**src/rtl/cci_test_rd_arbiter_pkg.sv**
```systemverilog
// ---------------------------------------------------------------------------
// cci_test_rd_arb_pkg
// Shared types and helpers for the CCI-P c0 read arbiter.
//   C0_ADDR_W            cache-line address width on c0 Tx
//   t_req_idx            requester index (wide enough for up to 8 requesters)
//   t_out_cnt            outstanding-read counter for the default 64-deep credit
//   t_arb_state          quiesce/drain sequencer states
//   mdata_tag()          extract requester index from the top ID bits of mdata
//   mdata_pack()         build {idx, private mdata} for c0 Tx
// ---------------------------------------------------------------------------
package cci_test_rd_arb_pkg;

  localparam int C0_ADDR_W           = 42;
  localparam int MDATA_W             = 16;
  localparam int MAX_REQ_IDX_W       = 3;
  localparam int DEF_MAX_OUTSTANDING = 64;

  typedef logic [MAX_REQ_IDX_W-1:0]              t_req_idx;
  typedef logic [$clog2(DEF_MAX_OUTSTANDING):0]  t_out_cnt;

  typedef enum logic [1:0] {
    ARB_RUN,
    ARB_DRAIN,
    ARB_IDLE
  } t_arb_state;

  // Requester index lives in mdata[15:16-id_bits].
  function automatic logic [7:0] mdata_tag(input logic [MDATA_W-1:0] mdata, input int id_bits);
    return 8'(mdata >> (MDATA_W - id_bits));
  endfunction

  function automatic logic [MDATA_W-1:0] mdata_pack(input t_req_idx idx,
                                                    input logic [MDATA_W-1:0] priv,
                                                    input int id_bits);
    logic [MDATA_W-1:0] mask;
    mask = 16'hFFFF >> id_bits;
    return (16'(idx) << (MDATA_W - id_bits)) | (priv & mask);
  endfunction

endpackage

```
**src/rtl/cci_test_rd_arbiter_if.sv**
```systemverilog
// ---------------------------------------------------------------------------
// cci_test_rd_arbiter_if
// Bundles the engine-side request/response signals and the MPF-side c0
// Tx/Rx signals of the read arbiter.
//   modport master : the arbiter (drives req_ready, c0Tx_*, rsp_*)
//   modport slave  : the surroundings (engines + MPF)
// ---------------------------------------------------------------------------
interface cci_test_rd_arbiter_if
  import cci_test_rd_arb_pkg::*;
#(
  parameter int N_REQ   = 4,
  parameter int ID_BITS = 3
);
  // Engine side
  logic [N_REQ-1:0]                 req_valid;
  logic [N_REQ-1:0]                 req_ready;
  logic [N_REQ-1:0][C0_ADDR_W-1:0]  req_addr;
  logic [N_REQ-1:0][15-ID_BITS:0]   req_mdata;
  logic [N_REQ-1:0]                 rsp_valid;
  logic [15-ID_BITS:0]              rsp_mdata;
  logic [511:0]                     rsp_data;
  // MPF side
  logic                             c0Tx_valid;
  logic [C0_ADDR_W-1:0]             c0Tx_addr;
  logic [15:0]                      c0Tx_mdata;
  logic                             c0TxAlmFull;
  logic                             c0Rx_rdValid;
  logic [15:0]                      c0Rx_mdata;
  logic [511:0]                     c0Rx_data;

  modport master (
    input  req_valid, req_addr, req_mdata, c0TxAlmFull, c0Rx_rdValid, c0Rx_mdata, c0Rx_data,
    output req_ready, rsp_valid, rsp_mdata, rsp_data, c0Tx_valid, c0Tx_addr, c0Tx_mdata
  );

  modport slave (
    output req_valid, req_addr, req_mdata, c0TxAlmFull, c0Rx_rdValid, c0Rx_mdata, c0Rx_data,
    input  req_ready, rsp_valid, rsp_mdata, rsp_data, c0Tx_valid, c0Tx_addr, c0Tx_mdata
  );
endinterface

```
**src/rtl/cci_test_rr_picker.sv**
```systemverilog
// ---------------------------------------------------------------------------
// cci_test_rr_picker
// Round-robin picker: grants the first eligible index at or after the
// pointer, wrapping N-1 -> 0; the pointer moves past the winner.
//   clk, reset   clock, synchronous active-high reset
//   elig_i       per-requester eligibility
//   grant_o      one-hot grant (combinational)
//   grant_idx_o  binary index of the grant (valid when |grant_o)
// ---------------------------------------------------------------------------
module cci_test_rr_picker
  import cci_test_rd_arb_pkg::*;
#(
  parameter int N = 4
) (
  input  logic         clk,
  input  logic         reset,
  input  logic [N-1:0] elig_i,
  output logic [N-1:0] grant_o,
  output t_req_idx     grant_idx_o
);
  localparam int PTR_W = (N > 1) ? $clog2(N) : 1;
  localparam int SUM_W = PTR_W + 1;

  logic [PTR_W-1:0] ptr_q, ptr_d, idx;
  logic [SUM_W-1:0] sum;
  logic             found;

  always_comb begin
    // NOTE: every variable written here gets a default first, so no path holds an old value (no latch).
    grant_o     = '0;
    grant_idx_o = '0;
    ptr_d       = ptr_q;
    found       = 1'b0;
    sum         = '0;
    idx         = '0;
    for (int k = 0; k < N; k++) begin
      sum = {1'b0, ptr_q} + SUM_W'(k);
      if (sum >= SUM_W'(N)) sum = sum - SUM_W'(N);
      idx = sum[PTR_W-1:0];
      if (!found && elig_i[idx]) begin
        found          = 1'b1;
        grant_o[idx]   = 1'b1;
        grant_idx_o    = t_req_idx'(idx);
        ptr_d          = (idx == PTR_W'(N - 1)) ? '0 : idx + 1'b1;
      end
    end
  end

  // NOTE: sequential state is updated only with non-blocking assignments.
  always_ff @(posedge clk) begin
    if (reset) ptr_q <= '0;
    else       ptr_q <= ptr_d;
  end
endmodule

```
**src/rtl/cci_test_rd_arbiter.sv**
```systemverilog
// ---------------------------------------------------------------------------
// cci_test_rd_arbiter
// Shares the CCI-P c0 read Tx channel among N_REQ test engines: round-robin
// grant, requester index tagged into the upper mdata bits, responses routed
// back by that tag, per-requester outstanding-read credit, quiesce/drain.
//   clk, reset  clock, synchronous active-high reset
//   bus         cci_test_rd_arbiter_if.master (req/rsp + c0 Tx/Rx)
//   quiesce     request drain; idle rises once nothing is in flight
//   err         sticky: response tag out of range or counter underflow
//   stat_sel    statistics select; stat_value registered result
// Optional feature macro: CCI_TEST_RD_ARB_STATS_EN (grant/stall counters).
// ---------------------------------------------------------------------------
module cci_test_rd_arbiter
  import cci_test_rd_arb_pkg::*;
#(
  parameter int N_REQ           = 4,
  parameter int MAX_OUTSTANDING = 64,
  parameter int ID_BITS         = 3
) (
  input  logic                  clk,
  input  logic                  reset,
  cci_test_rd_arbiter_if.master bus,
  input  logic                  quiesce,
  output logic                  idle,
  output logic                  err,
  input  logic [3:0]            stat_sel,
  output logic [31:0]           stat_value
);
  localparam int CNT_W  = $clog2(MAX_OUTSTANDING) + 1;
  localparam int PRIV_W = 16 - ID_BITS;
  localparam logic [CNT_W-1:0] CNT_FULL = CNT_W'(MAX_OUTSTANDING);

  t_arb_state                   state_q;
  logic                         idle_q, err_q;
  logic [N_REQ-1:0][CNT_W-1:0]  cnt_q;
  logic [N_REQ-1:0]             cnt_full, elig, grant, rx_hit;
  t_req_idx                     grant_idx;
  logic [C0_ADDR_W-1:0]         sel_addr;
  logic [PRIV_W-1:0]            sel_mdata;
  logic                         tx_valid_q;
  logic [C0_ADDR_W-1:0]         tx_addr_q;
  logic [15:0]                  tx_mdata_q;
  logic [N_REQ-1:0]             rsp_valid_q;
  logic [PRIV_W-1:0]            rsp_mdata_q;
  logic [511:0]                 rsp_data_q;
  logic [7:0]                   rx_tag;
  logic                         rx_bad;

  assign rx_tag = mdata_tag(bus.c0Rx_mdata, ID_BITS);
  assign rx_bad = bus.c0Rx_rdValid && (rx_tag >= 8'(N_REQ));

  always_comb begin
    cnt_full  = '0;
    rx_hit    = '0;
    sel_addr  = '0;
    sel_mdata = '0;
    for (int i = 0; i < N_REQ; i++) begin
      cnt_full[i] = (cnt_q[i] == CNT_FULL);
      rx_hit[i]   = bus.c0Rx_rdValid && (rx_tag == 8'(i));
      if (grant[i]) begin
        sel_addr  = bus.req_addr[i];
        sel_mdata = bus.req_mdata[i];
      end
    end
  end

  // quiesce gates grants in the same cycle it rises, before the FSM leaves RUN.
  assign elig = bus.req_valid & ~cnt_full &
                {N_REQ{!reset && (state_q == ARB_RUN) && !quiesce && !bus.c0TxAlmFull}};

  cci_test_rr_picker #(.N(N_REQ)) u_picker (
    .clk         (clk),
    .reset       (reset),
    .elig_i      (elig),
    .grant_o     (grant),
    .grant_idx_o (grant_idx)
  );

  assign bus.req_ready = grant;

  // Tx and Rx output registers.
  always_ff @(posedge clk) begin
    if (reset) begin
      tx_valid_q  <= 1'b0;
      tx_addr_q   <= '0;
      tx_mdata_q  <= '0;
      rsp_valid_q <= '0;
      rsp_mdata_q <= '0;
      rsp_data_q  <= '0;
    end else begin
      tx_valid_q  <= |grant;
      if (|grant) begin
        tx_addr_q  <= sel_addr;
        tx_mdata_q <= mdata_pack(grant_idx, 16'(sel_mdata), ID_BITS);
      end
      // rx_hit only matches in-range tags, so bad tags are dropped here.
      rsp_valid_q <= rx_hit;
      if (bus.c0Rx_rdValid) begin
        rsp_mdata_q <= bus.c0Rx_mdata[PRIV_W-1:0];
        rsp_data_q  <= bus.c0Rx_data;
      end
    end
  end

  // Outstanding-read credit per requester and sticky error.
  always_ff @(posedge clk) begin
    if (reset) begin
      cnt_q <= '0;
      err_q <= 1'b0;
    end else begin
      if (rx_bad) err_q <= 1'b1;
      for (int i = 0; i < N_REQ; i++) begin
        if (rx_hit[i] && cnt_q[i] == '0) err_q <= 1'b1;
        else if (grant[i] && !rx_hit[i]) cnt_q[i] <= cnt_q[i] + 1'b1;
        else if (rx_hit[i] && !grant[i]) cnt_q[i] <= cnt_q[i] - 1'b1;
      end
    end
  end

  // Quiesce/drain sequencer; idle is registered alongside the state.
  always_ff @(posedge clk) begin
    if (reset) begin
      state_q <= ARB_RUN;
      idle_q  <= 1'b0;
    end else begin
      case (state_q)
        ARB_RUN:   if (quiesce) state_q <= ARB_DRAIN;
        ARB_DRAIN: begin
          if (!quiesce) state_q <= ARB_RUN;
          else if (cnt_q == '0 && !tx_valid_q) begin
            state_q <= ARB_IDLE;
            idle_q  <= 1'b1;
          end
        end
        ARB_IDLE:  if (!quiesce) begin
          state_q <= ARB_RUN;
          idle_q  <= 1'b0;
        end
        default: begin
          state_q <= ARB_RUN;
          idle_q  <= 1'b0;
        end
      endcase
    end
  end

  assign bus.c0Tx_valid = tx_valid_q;
  assign bus.c0Tx_addr  = tx_addr_q;
  assign bus.c0Tx_mdata = tx_mdata_q;
  assign bus.rsp_valid  = rsp_valid_q;
  assign bus.rsp_mdata  = rsp_mdata_q;
  assign bus.rsp_data   = rsp_data_q;
  assign idle           = idle_q;
  assign err            = err_q;

`ifdef CCI_TEST_RD_ARB_STATS_EN
  logic [N_REQ-1:0][31:0] grant_cnt_q;
  logic [31:0]            stall_cnt_q, stat_value_q, stat_d;

  always_comb begin
    stat_d = '0;
    for (int i = 0; i < N_REQ; i++)
      if (stat_sel == 4'(i)) stat_d = grant_cnt_q[i];
    if (stat_sel == 4'd15) stat_d = stall_cnt_q;
  end

  always_ff @(posedge clk) begin
    if (reset) begin
      grant_cnt_q  <= '0;
      stall_cnt_q  <= '0;
      stat_value_q <= '0;
    end else begin
      for (int i = 0; i < N_REQ; i++)
        if (grant[i]) grant_cnt_q[i] <= grant_cnt_q[i] + 1'b1;
      if (bus.c0TxAlmFull && |bus.req_valid) stall_cnt_q <= stall_cnt_q + 1'b1;
      stat_value_q <= stat_d;
    end
  end

  assign stat_value = stat_value_q;
`else
  logic unused_stat_sel;
  assign unused_stat_sel = ^stat_sel;
  assign stat_value      = '0;
`endif
endmodule

```
**src/flat_wrapper.sv**
```systemverilog
// flat-port wrapper written by rule: the top's interface ports become plain ports
module cci_test_rd_arbiter_flat import cci_test_rd_arb_pkg::*;
#(
  parameter int N_REQ           = 4,
  parameter int MAX_OUTSTANDING = 64,
  parameter int ID_BITS         = 3
)
  (clk, reset, quiesce, idle, err, stat_sel, stat_value, bus_req_valid, bus_req_addr, bus_req_mdata, bus_c0TxAlmFull, bus_c0Rx_rdValid, bus_c0Rx_mdata, bus_c0Rx_data, bus_req_ready, bus_rsp_valid, bus_rsp_mdata, bus_rsp_data, bus_c0Tx_valid, bus_c0Tx_addr, bus_c0Tx_mdata);
  cci_test_rd_arbiter_if #(.N_REQ(N_REQ), .ID_BITS(ID_BITS)) bus_i ();
  input  logic clk;
  input  logic reset;
  input  logic quiesce;
  output logic idle;
  output logic err;
  input  logic [3:0] stat_sel;
  output logic [31:0] stat_value;
  input wire logic [$bits(bus_i.req_valid)-1:0] bus_req_valid;
  input wire logic [$bits(bus_i.req_addr)-1:0] bus_req_addr;
  input wire logic [$bits(bus_i.req_mdata)-1:0] bus_req_mdata;
  input wire logic [$bits(bus_i.c0TxAlmFull)-1:0] bus_c0TxAlmFull;
  input wire logic [$bits(bus_i.c0Rx_rdValid)-1:0] bus_c0Rx_rdValid;
  input wire logic [$bits(bus_i.c0Rx_mdata)-1:0] bus_c0Rx_mdata;
  input wire logic [$bits(bus_i.c0Rx_data)-1:0] bus_c0Rx_data;
  output wire logic [$bits(bus_i.req_ready)-1:0] bus_req_ready;
  output wire logic [$bits(bus_i.rsp_valid)-1:0] bus_rsp_valid;
  output wire logic [$bits(bus_i.rsp_mdata)-1:0] bus_rsp_mdata;
  output wire logic [$bits(bus_i.rsp_data)-1:0] bus_rsp_data;
  output wire logic [$bits(bus_i.c0Tx_valid)-1:0] bus_c0Tx_valid;
  output wire logic [$bits(bus_i.c0Tx_addr)-1:0] bus_c0Tx_addr;
  output wire logic [$bits(bus_i.c0Tx_mdata)-1:0] bus_c0Tx_mdata;
  assign bus_i.req_valid = bus_req_valid;
  assign bus_i.req_addr = bus_req_addr;
  assign bus_i.req_mdata = bus_req_mdata;
  assign bus_i.c0TxAlmFull = bus_c0TxAlmFull;
  assign bus_i.c0Rx_rdValid = bus_c0Rx_rdValid;
  assign bus_i.c0Rx_mdata = bus_c0Rx_mdata;
  assign bus_i.c0Rx_data = bus_c0Rx_data;
  assign bus_req_ready = bus_i.req_ready;
  assign bus_rsp_valid = bus_i.rsp_valid;
  assign bus_rsp_mdata = bus_i.rsp_mdata;
  assign bus_rsp_data = bus_i.rsp_data;
  assign bus_c0Tx_valid = bus_i.c0Tx_valid;
  assign bus_c0Tx_addr = bus_i.c0Tx_addr;
  assign bus_c0Tx_mdata = bus_i.c0Tx_mdata;
  cci_test_rd_arbiter #(.N_REQ(N_REQ), .MAX_OUTSTANDING(MAX_OUTSTANDING), .ID_BITS(ID_BITS)) u_core (.clk(clk), .reset(reset), .bus(bus_i), .quiesce(quiesce), .idle(idle), .err(err), .stat_sel(stat_sel), .stat_value(stat_value));
endmodule
```
**config.mk**
```make
export PLATFORM = sky130hd
export DESIGN_NAME = cci_test_rd_arbiter_flat
export DESIGN_NICKNAME = d
export VERILOG_FILES = /design/src/rtl/cci_test_rd_arbiter_pkg.sv /design/src/rtl/cci_test_rd_arbiter_if.sv /design/src/rtl/cci_test_rr_picker.sv /design/src/rtl/cci_test_rd_arbiter.sv /design/src/flat_wrapper.sv
export SDC_FILE = /design/constraint.sdc
export NUM_CORES = 1
export LEC_CHECK = 0
export BUFFER_PORTS_ARGS = -buffer_cell sky130_fd_sc_hd__buf_2
export CORE_AREA = 2 2 545 547
export CTS_BUF_LIST = sky130_fd_sc_hd__clkbuf_16
export DETAILED_ROUTE_END_ITERATION = 16
export DIE_AREA = 0 0 547 549
export SLEW_MARGIN = 0
export SYNTH_ARGS = -nofsm -noshare
export SYNTH_HDL_FRONTEND = slang
export SYNTH_SLANG_ARGS = --single-unit
```
**constraint.sdc**
```tcl
create_clock -name clk -period 6.35 [get_ports clk]
set_clock_uncertainty 0.1 [all_clocks]
set_input_delay 1.27 -clock clk [delete_from_list [all_inputs] [get_ports clk]]
set_output_delay 1.27 -clock clk [all_outputs]
set_load 0.01 [all_outputs]
```
Word level (Yosys, flattened, before mapping)

Cells that the tools add are included.

Shift-type cells: 0
Eq/ne operators: 18
Divide/modulo/power cells: 0
Add/subtract/negate cells: 19
Multipliers: 0
Reductions and logical operators: 63
Order comparisons: 13
Multiplexer cells: 69
Bitwise gates (word level): 12

Operator list:

| operator            | number |
|---|---|
| $mux 42             | 4 |
| $mux 7              | 8 |
| $mux 13             | 4 |
| $mux 2              | 17 |
| $add 7x1->7 const B | 4 |
| $eq 7x7->1 const B  | 4 |
| $logic_and 1x1->1   | 28 |
| $logic_not 28->1    | 1 |
| $logic_not 7->1     | 4 |
| $sub 7x1->7 const B | 4 |
| $mux 1              | 19 |
| $mux 4              | 4 |
| $or 16x13->16       | 1 |
| $logic_not 1->1     | 15 |
| $ge 3x3->1 const B  | 4 |
| $lt 2x3->1 const B  | 4 |
| $or 4x4->4          | 3 |
| $eq 2x2->1 const B  | 5 |
| $mux 3              | 3 |
| $add 2x1->2 const B | 4 |
| $and 4x4->4         | 2 |
| $bmux 1 s2          | 4 |
| $demux 1 s2         | 4 |
| $ge 2x1->1 const B  | 4 |
| other kinds (23)    | 40 |

Memory bits (read-only): 0
Bits in latches: 0
Output and inout port bits: 626
Register bits after elaboration: 622
Memories kept: 0
Logic and storage cells: 208
Memory bits (writable): 0

Longest topological paths before layout

Depth after elaboration: 22
Depth in mapped cells: 23
Depth with buffers taken out: 20

Hierarchy

A second synthesis with hierarchy kept.

Cells, all modules: 2465
Area total of the unflattened synthesis: 24760.0 µm²

Modules (own cells, without submodules):

| module              | times used | cells an instance | area an instance (µm²) | seq. area each (µm²) |
|---|---|---|---|---|
| cci_test_rd_arbiter | 1          | 2394              | 24166.9                | 12411.9 |
| cci_test_rr_picker  | 1          | 71                | 593.1                  | 40.0 |

Worst setup path after synthesis

Ideal clock, no wire load.

Path type: input -> register
From: in reset
To: reg u_core.cnt_q[13] in the netlist's numbering
Stages: 20
Path slack: 0.736 ns
Arrival time: 5.387 ns
Required time: 6.122 ns
Path buffers: 3
Setup time: 0.128 ns
Path through: clkbuf_1 > nor3_2 > nand3_1 > a21oi_1 > o221ai_1 > a22oi_1 > buf_2 > buf_1 > or2_1 > ha_1 > inv_1 > fa_1 > a21o_1 > a21oi_1 > o21bai_1 > a21oi_1 > xnor2_1 > nand2_1 > xor2_1 > nor2_1

Longest elaborated chain between the ends: 21
Elaborated cells between the ends (all ways): 35
Those cells by class: mux (16); bitwise (4); reduce/logical (15)

RTL lines:

| item                             | line                       | text |
|---|---|---|
| start, declared                  | flat_wrapper.sv:11         | `input logic reset;` |
| $logic_not 1->1 *                | cci_test_rd_arbiter.sv:69  | `{N_REQ{!reset && (state_q == ARB_RUN) && !quiesce && !bus.c0TxAlmFull}};` |
| $logic_and 1x1->1 * (3 in a row) | cci_test_rd_arbiter.sv:69  |  |
| $and 4x4->4 *                    | cci_test_rd_arbiter.sv:68  | `assign elig = bus.req_valid & ~cnt_full &` |
| $bmux 1 s2                       | cci_test_rr_picker.sv:40   | `if (!found && elig_i[idx]) begin` |
| $mux 1 (not written as such)     | cci_test_rr_picker.sv:40   |  |
| $mux 1                           | cci_test_rr_picker.sv:40   |  |
| $logic_not 1->1                  | cci_test_rr_picker.sv:40   |  |
| $logic_and 1x1->1                | cci_test_rr_picker.sv:40   |  |
| [4 not listed]                   | --                         |  |
| $logic_not 1->1                  | cci_test_rr_picker.sv:40   |  |
| $logic_and 1x1->1                | cci_test_rr_picker.sv:40   |  |
| $mux 4 *                         | cci_test_rr_picker.sv:40   |  |
| named net bus_req_ready[1]       | flat_wrapper.sv:24         | `output wire logic [$bits(bus_i.req_ready)-1:0] bus_req_ready;` |
| $logic_not 1->1                  | cci_test_rd_arbiter.sv:115 | `else if (rx_hit[i] && !grant[i]) cnt_q[i] <= cnt_q[i] - 1'b1;` |
| $logic_and 1x1->1                | cci_test_rd_arbiter.sv:115 |  |
| $reduce_bool 2->1 (no line)      | --                         |  |
| $reduce_and 2->1 (no line)       | --                         |  |
| end signal, assigned by index    | cci_test_rd_arbiter.sv:114 | `else if (grant[i] && !rx_hit[i]) cnt_q[i] <= cnt_q[i] + 1'b1;` |
| end signal, assigned by index    | cci_test_rd_arbiter.sv:115 |  |
| end, declared                    | cci_test_rd_arbiter.sv:35  | `logic [N_REQ-1:0][CNT_W-1:0] cnt_q;` |

Mark *: on every way through the listed nets, which the timed path passes. The rest lies on a longest branch. The select of a mux whose other input is x is not followed.
A chain may end at the register's enable or synchronous reset.

Worst setup path in the final report

From: reg u_core.u_picker.ptr_q[1]
To: out bus_req_ready[2]

Longest elaborated chain between the ends: 14
Elaborated cells between the ends (all ways): 59
Those cells by class: add/sub (7); order compare (12); mux (27); bitwise (3); reduce/logical (10)

RTL lines:

| item                                                 | line                     | text |
|---|---|---|
| start, declared                                      | cci_test_rr_picker.sv:24 | `logic [PTR_W-1:0] ptr_q, ptr_d, idx;` |
| start signal, assigned                               | cci_test_rr_picker.sv:52 | `else ptr_q <= ptr_d;` |
| branches (longest 13 deep; another with $add 2x1->3) | --                       |  |
| $mux 4 *                                             | cci_test_rr_picker.sv:40 |  |
| end, declared                                        | flat_wrapper.sv:24       |  |

Every way passes the cells marked *. The select of a mux whose other input is x is not followed.

==> impl_metrics.ini <==
[route]
num_vias = 26916
drt.antenna.violating_nets = 0
post_drt_wl_per_cell_um = 28.7
drt-vias-per-instance = 3.34
wirelength_mm = 231
dr.pass1.iters = 5
drtIter0Drc = 1921
route.detailed.drc = 0

[setup_path]
r2r-start = u_core.u_picker.ptr_q[1]$_SDFFE_PP0P_
crit_fanout = 112
arrival_ps = 4640
rrSetupSlack_ps = 1010
start_kind = flip-flop
crit_chain = inv_1 -> ha_1 -> nand3_1 -> o221ai_2 -> nand2_1 -> o211a_2 -> nor3_2 -> inv_4 -> buf_12 -> buf_2
worst_path_max_delay_cell = dfxtp_1
ff2ff_path_depth = 11
cp_top_family = simple AND/OR/NAND/NOR gates
cpPeakStageDelay_ps = 640
worst-path-buf-inv = 4
critical_path_class = flip-flop to primary output
r2r_end = u_core.bus.c0Tx_addr[3]$_SDFFE_PP0P_
crit_path_end_kind = primary output
required_ps = 4980

[placement]
finalWeightedCongestion = 0.934
io_buffers = 1349
placed_cells = 7864
dpl.hpwl_mm = 199
placed_cell_area_um2 = 37800

[sta]
period_needed_ps = 6010
finalSetupViolCount = 0
fmax_mhz = 166
fin_crit_sh_pct = 94.6
fin_setup_tns_ps = 0
slew_viol_final = 0
hold_violations = 0
rsz0062_at_grt = false
tightest_slew_ps = 1030
maxSlewHeadroom_pct = 31.5

[finish]
multi_input_area_um2 = 12800
finalCoreUtilization_pct = 13.9
fin_nets = 4815
final_cell_count_no_fill = 8069
layout-drive-gt1-share_pct = 38.9
regArea_um2 = 12400
areaGrowthSynthToFinish_pct = 52.8
fillers = 33766
fin_area_um2 = 40900

[yosys]
synth_xor_area_share_pct = 0.851
synth-adder-area-share_pct = 1.75
synth_top_cell_area_share_pct = 46.5
synth_compound_area_share_pct = 13.9
synth_top_family_by_area = multiplexers
syn_inst = 2765
ys_types = 78
yosys.area.top_type = dfxtp_1
synth_area_um2 = 26700
ys_ff_latch = 621
synth_area_leaders = dfxtp_1 (46%), mux2i_1 (20%), nor2_1 (8.1%)
synthMuxAreaShare_pct = 20.1
seq_area_frac_synth_pct = 46.5
async_reset_ff_share_pct = 0
synth-edff-count = 0
postSynthAreaPerCell_um2 = 9.67
yosys.area_share.simple_pct = 10.6
synth_warnings = 0
synth_flop_cell = dfxtp_1

[clocking]
htree_num_levels = 3
hold_buffers = 0
clkTransAtPathRegs_ps = 60
clock-root-buffer = clkbuf_16
cts_buffers = 92
cts_tree = yes
cts.sinks = 621
insertion_delay_ps = 780
clockBufferDepth = 4

[power]
power.leakage_nw = 19.2
p_switching_mw = 4.18
p_sw_share_pct = 33.5
comb_power_share_pct = 22.1
clock_power_share_pct = 42.2
p_seq_share_pct = 35.7
p_int_mw = 8.31
p_per_area_nw_per_um2 = 306
peakVddDrop_mv = 0.169
total_power_mw = 12.5

[worst_hold_path]
hold-path-endpoint = u_core.bus.c0Tx_mdata[13]$_SDFFE_PP0P_
holdCritPathClass = flip-flop to flip-flop
hold_start = u_core.bus.c0Tx_mdata[13]$_SDFFE_PP0P_
min_path_cells = 2

[floorplanning]
fp-row-count = 200
die_area_um2 = 300000
die_height_um = 549
ios = 1387
start_util_pct = 9.07
die-width_um = 547
fp.coreArea_um2 = 295000

[global_route]
antenna_found_initial = 273
grt_usage_pct = 14.7
grt_pass1_wl_mm = 283
gr-total-overflow = 0
grt_pass1_vias = 25114
grt_max_degree = 151

[flow_run]
cap_viol_max_count = 0

[status]
status = complete, no violations
power groups by stage:
| stage | Combinational (mW) | Sequential [mW] | Clock [mW] |
|---|---|---|---|
| floorplan | 1.25 | 4.65 | 0 |
| global placement | 2.79 | 4.53 | 0 |
| detailed placement | 2.79 | 4.55 | 0 |
| CTS | 2.80 | 4.47 | 5.49 |
| global route | 3.02 | 4.51 | 5.60 |
| finish | 2.76 | 4.47 | 5.27 |
repair_timing:
item,in CTS,in global routing
setup buffers,0,0
resized for setup,0,2
setup endpoints to repair,0,1
final cells by class:
class                           instances  share of cell area (%)
Multi-Input combinational cell       1783                    31.3
Sequential cell                       621                    30.4
Timing Repair Buffer                 1388                    17.5
Tap cell                             3939                    12.1
Clock buffer                           93                    5.69
Clock inverter                         69                    1.49
Inverter                              133                    1.23
Antenna cell                           43                   0.263
through the flow:
step / hold slack (ps) / setup slack [ps]
after global routing: 406 / 70.8
final: 375 / 341
after floorplan: 353 / 736
after CTS: 375 / 278
after detailed placement: 361 / 533
after global placement: 365 / 604
cell usage after synthesis, types with 30 or more instances:
master     instances
buf_4             41
o41ai_1           55
nand2_1           79
o311ai_1          55
a31oi_1           56
a21oi_1           30
o21a_1            55
buf_2             31
clkbuf_1         116
ha_1              31
buf_1             68
a2111oi_2         39
nor2_1           579
inv_1            129
mux2i_1          536
o31ai_1           57
dfxtp_1          621
worst reg2reg max path: stages (launching register included):
cell and delay [ps]:
dfxtp_1 640, inv_1 300, ha_1 560, nand3_1 350, o221a_2 420, o221ai_1 270
a22o_4 390, buf_4 620, nand4bb_4 660, buf_4 480, o41ai_1 310, a31oi_1 80
metal layers:
layer / global-route usage (%) / routed length (um) / up-vias
met5: 0 / 575 / -
met4: 4.88 / 9460 / 94
met3: 13.5 / 46800 / 643
met2: 22.3 / 97400 / 1711
met1: 14.1 / 77100 / 12216
li1: - / - / 12252
worst max path at each step:
stage / slack, ps / from / depth (start not counted) / endpoint
3_5_place_dp: 530 / reset / 19 / u_core.cnt_q[20]$_SDFFE_PP0P_
2_1_floorplan: 740 / reset / 20 / u_core.cnt_q[13]$_SDFFE_PP0P_
4_1_cts: 280 / u_core.u_picker.ptr_q[1]$_SDFFE_PP0P_ / 10 / bus_req_ready[2]
6_report: 340 / u_core.u_picker.ptr_q[1]$_SDFFE_PP0P_ / 10 / bus_req_ready[2]
5_1_grt: 70 / u_core.u_picker.ptr_q[1]$_SDFFE_PP0P_ / 10 / bus_req_ready[2]
3_3_place_gp: 600 / reset / 19 / u_core.cnt_q[20]$_SDFFE_PP0P_
kinds of logic after synthesis:
group                      count (synthesis)
xor gates and xnor gates                  26
AOI/OAI and AO/OA                        443
adders and majority gates                 35
other                                      1
DFF                                      621
muxes                                    537
and+or+nand+nor                          709
buffers and inverters                    393
layout by cell type (no fill, tap or decap), types with 4 or more instances in the layout:
cell        instances
a2111oi_0          17
a2111oi_2          39
a211oi_1            5
a21o_1             10
a21oi_1            30
a31oi_1            56
buf_12              8
buf_2            1346
buf_4              32
bufinv_16          10
clkbuf_16          93
clkinv_1           18
clkinv_2           12
clkinvlp_4          7
conb_1             33
dfxtp_1           621
diode_2            43
fa_1                4
ha_1               31
inv_1             144
inv_6               4
mux2i_1           536
nand2_1            79
nand3_1             9
nor2_1            579
nor3_1              7
o211ai_1            5
o21a_1             55
o21ai_0             7
o221ai_1            5
o311ai_1           55
o31ai_1            56
o41ai_1            55
or3b_2              4
or4_1               6
xnor2_1            18
xor2_1              8
flip-flops by register name, indices dropped and copies added (netlist names):
name,count
u_core.bus.rsp_data,512
u_core.err,1
u_core.idle,1
u_core.bus.rsp_mdata,13
u_core.cnt_q,28
u_core.state_q,2
u_core.u_picker.ptr_q,2
u_core.bus.c0Tx_addr,42
u_core.bus.c0Tx_valid,1
u_core.bus.rsp_valid,4
u_core.bus.c0Tx_mdata,15
Note: power is estimated with default switching activity, not from simulation.
